==> config.mk <==
export PLATFORM = sky130hd
export DESIGN_NAME = debounce_edge_detect
export DESIGN_NICKNAME = d
export VERILOG_FILES = /design/src/rtl/debounce_edge_detect_pkg.sv /design/src/rtl/debounce_edge_detect_sat.sv /design/src/rtl/debounce_edge_detect.sv
export SDC_FILE = /design/constraint.sdc
export NUM_CORES = 1
export LEC_CHECK = 0
export CORE_MARGIN = 2
export CORE_UTILIZATION = 52
export DETAILED_ROUTE_END_ITERATION = 16
export PLACE_DENSITY = 0.75
export SLEW_MARGIN = 5
export SYNTH_ARGS = -nofsm -noshare
export SYNTH_HDL_FRONTEND = slang
export SYNTH_SLANG_ARGS = --single-unit
export TNS_END_PERCENT = 100
==> constraint.sdc <==
create_clock -name clk -period 1.8 [get_ports clk]
set_input_delay 0.27 -clock clk [delete_from_list [all_inputs] [get_ports clk]]
set_output_delay 0.27 -clock clk [all_outputs]
set_load 0.01 [all_outputs]
==> src/rtl/debounce_edge_detect_pkg.sv <==
// Shared types and helpers for the debounce / edge-detect block.
// Latency: n/a (types and constant functions only).
// Backpressure: n/a.
package debounce_edge_detect_pkg;

    // State encodings, also used by the bench to check the FSM state.
    localparam logic [1:0] ST_LOW      = 2'd0;
    localparam logic [1:0] ST_RISE_CHK = 2'd1;
    localparam logic [1:0] ST_HIGH     = 2'd2;
    localparam logic [1:0] ST_FALL_CHK = 2'd3;

    typedef enum logic [1:0] {
        LOW      = ST_LOW,
        RISE_CHK = ST_RISE_CHK,
        HIGH     = ST_HIGH,
        FALL_CHK = ST_FALL_CHK
    } state_e;

    // Counter width large enough to hold max(debounce, hold).
    function automatic int cnt_width(input int debounce, input int hold);
        int m;
        m = (debounce > hold) ? debounce : hold;
        return $clog2(m + 1);
    endfunction

endpackage

==> src/rtl/debounce_edge_detect_sat.sv <==
// Saturating up-counter with synchronous clear (clear wins over increment).
// Latency: count updates on the clk edge after clr/inc.
// Backpressure: none; inc is ignored once the count sits at MAX.
module sat_counter
    import debounce_edge_detect_pkg::*;
#(
    parameter int W   = 3,
    parameter int MAX = 4
) (
    input  logic         clk,
    input  logic         rst,
    input  logic         clr,
    input  logic         inc,
    output logic [W-1:0] count,
    output logic         at_max
);

    localparam logic [W-1:0] MAX_W = W'(MAX);

    logic [W-1:0] count_q;

    // Count register: clear has priority, increment stops at the ceiling.
    always_ff @(posedge clk or posedge rst) begin
        if (rst) begin
            count_q <= '0;
        end else if (clr) begin
            count_q <= '0;
        end else if (inc && (count_q != MAX_W)) begin
            count_q <= count_q + W'(1);
        end
    end

    assign count  = count_q;
    assign at_max = (count_q == MAX_W);

endmodule

==> src/rtl/debounce_edge_detect.sv <==
// Debounces a synchronized input; emits clean level, rise/fall pulses, one-shot long-press.
// Latency: level/rise follow DEBOUNCE agreeing samples; all outputs registered.
// Backpressure: none; sample_en low freezes state and counters and suppresses pulses.
module debounce_edge_detect
    import debounce_edge_detect_pkg::*;
#(
    parameter  int DEBOUNCE = 4,
    parameter  int HOLD     = 8,
    localparam int CW       = cnt_width(DEBOUNCE, HOLD)
) (
    input  logic clk,
    input  logic rst,
    input  logic in_sync,
    input  logic sample_en,
    output logic level,
    output logic rise,
    output logic fall,
    output logic long_press,
    output logic busy
);

    // hcnt value on the edge before it reaches HOLD; unused when HOLD is 0.
    localparam logic [CW-1:0] HOLD_M1 = (HOLD > 0) ? CW'(HOLD - 1) : '0;

    state_e state_q, state_d;
    logic   level_q, level_d;
    logic   rise_q, rise_d;
    logic   fall_q, fall_d;
    logic   busy_q, busy_d;
    logic   long_press_q, long_press_d;

    logic          cnt_clr, cnt_inc, cnt_done;
    logic [CW-1:0] cnt_unused;
    logic          hcnt_clr, hcnt_inc, hold_done;
    logic [CW-1:0] hcnt;

    // Agreeing-sample counter; its ceiling (DEBOUNCE-1) is the accept condition,
    // and the raw count is only of interest when debugging.
    sat_counter #(.W(CW), .MAX(DEBOUNCE - 1)) u_cnt (
        .clk    (clk),
        .rst    (rst),
        .clr    (cnt_clr),
        .inc    (cnt_inc),
        .count  (cnt_unused),
        .at_max (cnt_done)
    );

    // Hold counter; it sits at HOLD exactly when the long press has fired,
    // so its ceiling flag doubles as hold_done. HOLD=0 leaves it permanently
    // "done", which disables long_press.
    sat_counter #(.W(CW), .MAX(HOLD)) u_hcnt (
        .clk    (clk),
        .rst    (rst),
        .clr    (hcnt_clr),
        .inc    (hcnt_inc),
        .count  (hcnt),
        .at_max (hold_done)
    );

    // Next-state decode; only acts on sample strobes.
    always_comb begin
        state_d = state_q;
        level_d = level_q;
        rise_d  = 1'b0;
        fall_d  = 1'b0;
        cnt_clr = 1'b0;
        cnt_inc = 1'b0;
        if (sample_en) begin
            case (state_q)
                LOW: begin
                    if (in_sync) begin
                        state_d = RISE_CHK;
                        cnt_inc = 1'b1;
                    end else begin
                        cnt_clr = 1'b1;
                    end
                end
                RISE_CHK: begin
                    if (!in_sync) begin
                        state_d = LOW;
                        cnt_clr = 1'b1;
                    end else if (cnt_done) begin
                        state_d = HIGH;
                        level_d = 1'b1;
                        rise_d  = 1'b1;
                        cnt_clr = 1'b1;
                    end else begin
                        cnt_inc = 1'b1;
                    end
                end
                HIGH: begin
                    if (!in_sync) begin
                        state_d = FALL_CHK;
                        cnt_inc = 1'b1;
                    end else begin
                        cnt_clr = 1'b1;
                    end
                end
                FALL_CHK: begin
                    if (in_sync) begin
                        state_d = HIGH;
                        cnt_clr = 1'b1;
                    end else if (cnt_done) begin
                        state_d = LOW;
                        level_d = 1'b0;
                        fall_d  = 1'b1;
                        cnt_clr = 1'b1;
                    end else begin
                        cnt_inc = 1'b1;
                    end
                end
                default: begin
                    state_d = LOW;
                    level_d = 1'b0;
                    cnt_clr = 1'b1;
                end
            endcase
        end
    end

    // The accept edge of a rise counts as hold sample 1, and the accept edge
    // of a fall still counts as a level=1 sample, so long_press can land with fall.
    assign hcnt_inc     = sample_en & (level_q | level_d);
    assign hcnt_clr     = ~level_q & ~level_d;
    assign long_press_d = hcnt_inc & ~hold_done & (hcnt == HOLD_M1);
    assign busy_d       = (state_d == RISE_CHK) || (state_d == FALL_CHK);

    // State and registered outputs.
    always_ff @(posedge clk or posedge rst) begin
        if (rst) begin
            state_q      <= LOW;
            level_q      <= 1'b0;
            rise_q       <= 1'b0;
            fall_q       <= 1'b0;
            busy_q       <= 1'b0;
            long_press_q <= 1'b0;
        end else begin
            state_q      <= state_d;
            level_q      <= level_d;
            rise_q       <= rise_d;
            fall_q       <= fall_d;
            busy_q       <= busy_d;
            long_press_q <= long_press_d;
        end
    end

    assign level      = level_q;
    assign rise       = rise_q;
    assign fall       = fall_q;
    assign long_press = long_press_q;
    assign busy       = busy_q;

endmodule
==> summary.txt, run 1 <==
Drt
  • DRT Pass-1 Iters: 4
  • Antenna Violating Nets Remaining: 0
  • Initial DRC Count: 10
  • DRC: 0
  • Routed wire length: 1333 um
  • Vias: 544
  • DR vias/cell: 6.044
  • DR WL/cell: 14.81 um

Cells and area
  • Most frequent cells in the layout: 14 x dfrtp_1, 8 x clkdlybuf4s50_1, 4 x o21ai_0, 4 x inv_1, 4 x a21oi_1
  • Most common cell after layout, fill and taps aside: dfrtp_1
  • Post-layout util: 66.63%
  • Post-Layout Cell Count: 90
  • Share of cells above drive strength 1: 18.67%
  • Ant diodes: 0
  • # nets final: 83
  • Area Overhead vs Synth: 18.46%
  • Fill cells: 110

Die
  • Width of the chip: 41.52 um
  • Cell Rows: 13
  • DIE AREA: 1724 um^2
  • Number of top-level pins: 9
  • Core ar.: 1301 um^2
  • Initial Util: 56.25%
  • Die H: 41.52 um

Power and ir drop
  • Switch share: 30.66%
  • P_int: 0.5931 mW
  • Switching power: 0.2623 mW
  • Part of the power in registers: 48.1%
  • Power Total: 0.8554 mW
  • VDD IR max: 0.5655 mV
  • Combinational share of power: 25.3%
  • PD cells: 986.6 nW/um^2
  • Pleak: 0.3719 nW
  • Clock power share: 26.6%

Timing
  • Crit path time final: 1.629 ns
  • Rel. slew slack: 64.25%
  • Max Freq: 613.9 MHz
  • Final number of setup-violating endpoints: 0
  • Max Slew Vio Count: 0
  • Hold Slack: 0.3180 ns
  • Worst Skew: 0.005635 ns
  • Final TNS setup: 0 ns
  • Unrepaired setup endpoints after global routing: false
  • Period utilization: 90.50%
  • Worst Tran Pin Value: 0.5357 ns
  • Final hold vios: 0

Clock network
  • H-Tree Depth: 1
  • Clock Tree Root: clkbuf_4
  • CTS buffer count: 3
  • CTS tree: done
  • CTS max path bufs: 2
  • Cts hold-fix bufs: 0
  • Post-CTS Setup Inserts: 0
  • Clk sink count: 14
  • CTS clk-pin slew, worst paths: 0.09 ns
  • Clk Latency, worst-skew pair: 0.28 ns
  • Post_cts resized: 0

Yosys
  • Syn Area/Cell: 11.62 um^2
  • XOR/XNOR share of the synthesized area: 2.393%
  • Async SR Flop Fraction: 100.0%
  • Area leader, netlist: dfrtp_1
  • Post-synthesis compound-gate area fraction: 17.95%
  • Largest family of logic cells by synthesized area: simple AND/OR/NAND/NOR gates
  • Mux cell area share after synthesis: 3.077%
  • Synth Net Count: 70
  • Seq/Total Area, Yosys: 47.86%
  • Synth top area share: 47.86%
  • Mapped Area: 732.0 um^2
  • Netlist cell types: 33
  • Synth area leaders: dfrtp_1 48%, ha_1 5.1%, a21oi_1 2.7%
  • Post-Synth Simple-Gate Area: 20.51%
  • Synthesized netlist cell count: 63
  • FF+latch count, synth: 14
  • Synth Area in Adders: 5.128%
  • Synth warn: 0
  • Post-synth EDFFs: 0
  • Synth Flop Type: dfrtp_1

Place
  • Dpl cells: 86
  • IO Port Bufs: 8
  • Gpl congestion: 0.7704
  • Hpwl dp: 969.6 um

Worst setup path
  • Peak fanout along the critical path: 7
  • CP max-delay cell: clkdlybuf4s50_1
  • Largest delay share family, worst path: buffers and inverters
  • CP Class: flop to output pin
  • CP Launch Type: flop
  • Crit path DAT: 1.36 ns
  • WP data required: 1.53 ns
  • Worst path max stage delay: 0.59 ns
  • Critical path endpoint category: output pin
  • Critical path buffers and inverters: 1
  • Worst R2R Path Depth: 4
  • CP cell instances: clkdlybuf4s50_1
  • Number of stages on the worst setup path: 1
  • Internal reg-to-reg setup slack: 0.23 ns

Outcome
  • Status: finished clean

Job
  • Maxcap violations: 0

Global routing
  • GRT Total Usage: 17.16%
  • Initial antenna violation count: 0
  • Largest net degree at the start of global routing: 15
  • Vias in the first global route: 523
  • Global-route wire length before repair: 2263 um
  • GRT Residual Overflow: 0

Worst hold path
  • Hold Crit Class: primary input to asynchronous set/reset pin
[layout make-up]
type / count / area, um^2 / share of cell area, %
multi-input combinational: 44 / 359.1 / 41.41
sequential: 14 / 350.3 / 40.40
timing repair buffer: 9 / 87.58 / 10.10
clock buffer: 4 / 36.28 / 4.185
tap: 15 / 18.77 / 2.165
inverter: 4 / 15.01 / 1.732
[synthesized netlist by cell type, drive strengths merged, types with 2 or more instances]
library cell and n:
a21oi 4, a22o 3, a41oi 2, dfrtp 14, ha 3, inv 4
mux2 2, nand2 3, nor2 2, nor2b 2, nor3b 3, o21ai 4
o31ai 2
[path summary, 6_finish.rpt]
path / start / end
setup / recovery: flop / busy
hold / removal: rst / u_cnt.count[3]
setup reg to reg: u_cnt.count[0] / long_press
hold reg to reg: u_hcnt.count[3] / long_press
max in group asynchronous: rst / fall
min in group clk: u_hcnt.count[3] / long_press
[metal layers]
metal | vias to the layer above | wire length [um] | track usage (%)
met5 | - | 0 | 0
met4 | 0 | 34 | 11.61
met3 | 5 | 23 | 2.609
met2 | 8 | 637 | 26.56
met1 | 271 | 638 | 21.97
li1 | 260 | - | -
[stage by stage]
| step | setup slack, ns | cell area (um^2) |
|---|---|---|
| 3_5_place_dp | 0.07794 | 830.8 |
| 2_1_floorplan | 0.4566 | 732.0 |
| 5_1_grt | 0.1226 | 867.1 |
| 4_1_cts | 0.1657 | 867.1 |
| 6_report | 0.1711 | 867.1 |
| 3_3_place_gp | 0.1360 | 830.8 |
[power groups by stage]
| stage | sequential, mW | clock (mW) | combinational [mW] |
|---|---|---|---|
| finish | 0.412 | 0.228 | 0.216 |
| global route | 0.419 | 0.243 | 0.241 |
| CTS | 0.411 | 0.230 | 0.217 |
| detailed placement | 0.417 | 0 | 0.217 |
| global placement | 0.416 | 0 | 0.210 |
| floorplan | 0.413 | 0 | 0.148 |
[cell families after synthesis]
kind of cell	Yosys count
flops	14
simple gates	20
compound gates	17
fa+ha+maj	3
buf+inv	5
xor+xnor	2
mux	2
No activity file was read; power rests on OpenSTA's default activity.
==> run 2: changes to the inputs <==
Settings changed: PLACE_DENSITY 0.75 to 0.82, SLEW_MARGIN 5 to not set.
==> summary.txt, run 2 (synthesized netlist as in run 1, its figures left out) <==
Place
  • Placement Cell Area: 830.8 um^2
  • Pre-CTS WS: 0.1009 ns
  • Hpwl dp: 979.9 um
  • IO Port Bufs: 8
  • Gpl congestion: 0.7370

Drt
  • Vias: 541
  • Antenna Violating Nets Remaining: 0
  • DR WL/cell: 15.26 um
  • Initial DRC Count: 13
  • DRC: 0
  • Routed wire length: 1358 um
  • DRT Pass-1 Iters: 4
  • DR vias/cell: 6.079

Cells and area
  • Most common cell after layout, fill and taps aside: dfrtp_1
  • Most frequent cells in the layout: 14 x dfrtp_1, 8 x clkdlybuf4s50_1, 4 x o21ai_0, 4 x inv_1, 4 x a21oi_1
  • Ant diodes: 0
  • Area Overhead vs Synth: 16.58%
  • Design Area, Final: 853.3 um^2
  • # nets final: 83
  • Fill cells: 110
  • Share of cells above drive strength 1: 17.57%

Timing
  • Unrepaired setup endpoints after global routing: false
  • Final TNS setup: 0 ns
  • Final hold vios: 0
  • Worst Tran Pin Value: 0.5156 ns
  • Max Slew Vio Count: 0
  • Final number of setup-violating endpoints: 0
  • Rel. slew slack: 65.59%
  • Crit path time final: 1.648 ns
  • Worst Skew: 0.002810 ns
  • Smallest setup slack after layout: 0.1524 ns
  • Max Freq: 607.0 MHz
  • Period utilization: 91.53%

Worst setup path
  • Critical path buffers and inverters: 1
  • CP Launch Type: flop
  • WP data required: 1.53 ns
  • Peak fanout along the critical path: 7
  • Critical path endpoint category: output pin
  • Crit path DAT: 1.38 ns
  • CP cell instances: clkdlybuf4s50_1
  • CP Class: flop to output pin
  • CP max-delay cell: clkdlybuf4s50_1
  • Largest delay share family, worst path: buffers and inverters
  • Critical R2R Launch: u_cnt.count[0]
  • Worst path max stage delay: 0.60 ns

Clock network
  • CTS buffer count: 3
  • Cts hold-fix bufs: 0
  • Clk sink count: 14
  • H-Tree Depth: 1
  • Post-CTS Setup Inserts: 0
  • Clk Latency, worst-skew pair: 0.28 ns
  • Clock Tree Root: clkbuf_4
  • Post_cts resized: 0
  • CTS clk-pin slew, worst paths: 0.08 ns
  • CTS tree: done
  • CTS max path bufs: 2

Worst hold path
  • Hold Crit Class: primary input to asynchronous set/reset pin

Power and ir drop
  • Switching power: 0.2534 mW
  • Switch share: 31.62%
  • Pleak: 0.3647 nW
  • P_int: 0.5480 mW
  • PD cells: 939.2 nW/um^2
  • Combinational share of power: 27.0%
  • Power Total: 0.8015 mW
  • VDD IR max: 0.5579 mV
  • Part of the power in registers: 51.5%
  • Clock power share: 21.5%

Global routing
  • Vias in the first global route: 572
  • GRT Total Usage: 18.88%
  • GRT Residual Overflow: 0
  • Largest net degree at the start of global routing: 15
  • Initial antenna violation count: 0
  • Global-route wire length before repair: 2421 um

Job
  • Maxcap violations: 0

Die
  • Cell Rows: 13
  • Initial Util: 56.25%
  • Die H: 41.52 um
  • Width of the chip: 41.52 um
  • Core ar.: 1301 um^2
  • DIE AREA: 1724 um^2
  • Number of top-level pins: 9

Outcome
  • Status: finished clean
run 2: area by class of cell:
class                           count  area [um^2]  share of cell area [%]
Multi-Input combinational cell     44        359.1                   42.08
Inverter                            4        15.01                   1.760
Sequential cell                    14        350.3                   41.06
Clock buffer                        3        22.52                   2.639
Tap cell                           15        18.77                   2.199
Timing Repair Buffer                9        87.58                   10.26
run 2: per-stage QoR:
| step | utilization [%] | std cells | hold slack, ns |
|---|---|---|---|
| 6_report | 65.58 | 89 | 0.3164 |
| 5_1_grt | 65.58 | 89 | 0.3759 |
| 4_1_cts | 65.58 | 89 | 0.3418 |
| 3_5_place_dp | 63.85 | 86 | 0.5179 |
| 3_3_place_gp | 63.85 | 86 | 0.4999 |
| 2_1_floorplan | - | 63 | 0.1592 |
run 2: worst paths after layout:
kind | endpoint | slack (ns) | cells past startpoint
min | u_cnt.count[0] | 0.32 | 2
max reg2reg | long_press | 0.21 | 4
max | busy | 0.15 | 1
max in group asynchronous | asynchronous set/reset pin | 1.14 | 2
min in group clk | long_press | 0.53 | 1
min reg2reg | long_press | 0.53 | 1
run 2: power groups by stage:
stage	clock, mW	combinational [mW]	sequential, mW
after detailed placement	0	0.216	0.418
after CTS	0.174	0.219	0.412
after floorplan	0	0.148	0.413
after global placement	0	0.209	0.414
final	0.173	0.217	0.412
after global routing	0.192	0.242	0.420
run 2: per-layer routing:
metal	GRT usage, %	part of all wire, %	vias up
li1	-	-	255
met1	21.08	44	264
met2	30.31	49	13
met3	6.522	2.7	9
met4	12.26	4.4	0
met5	0	0	-
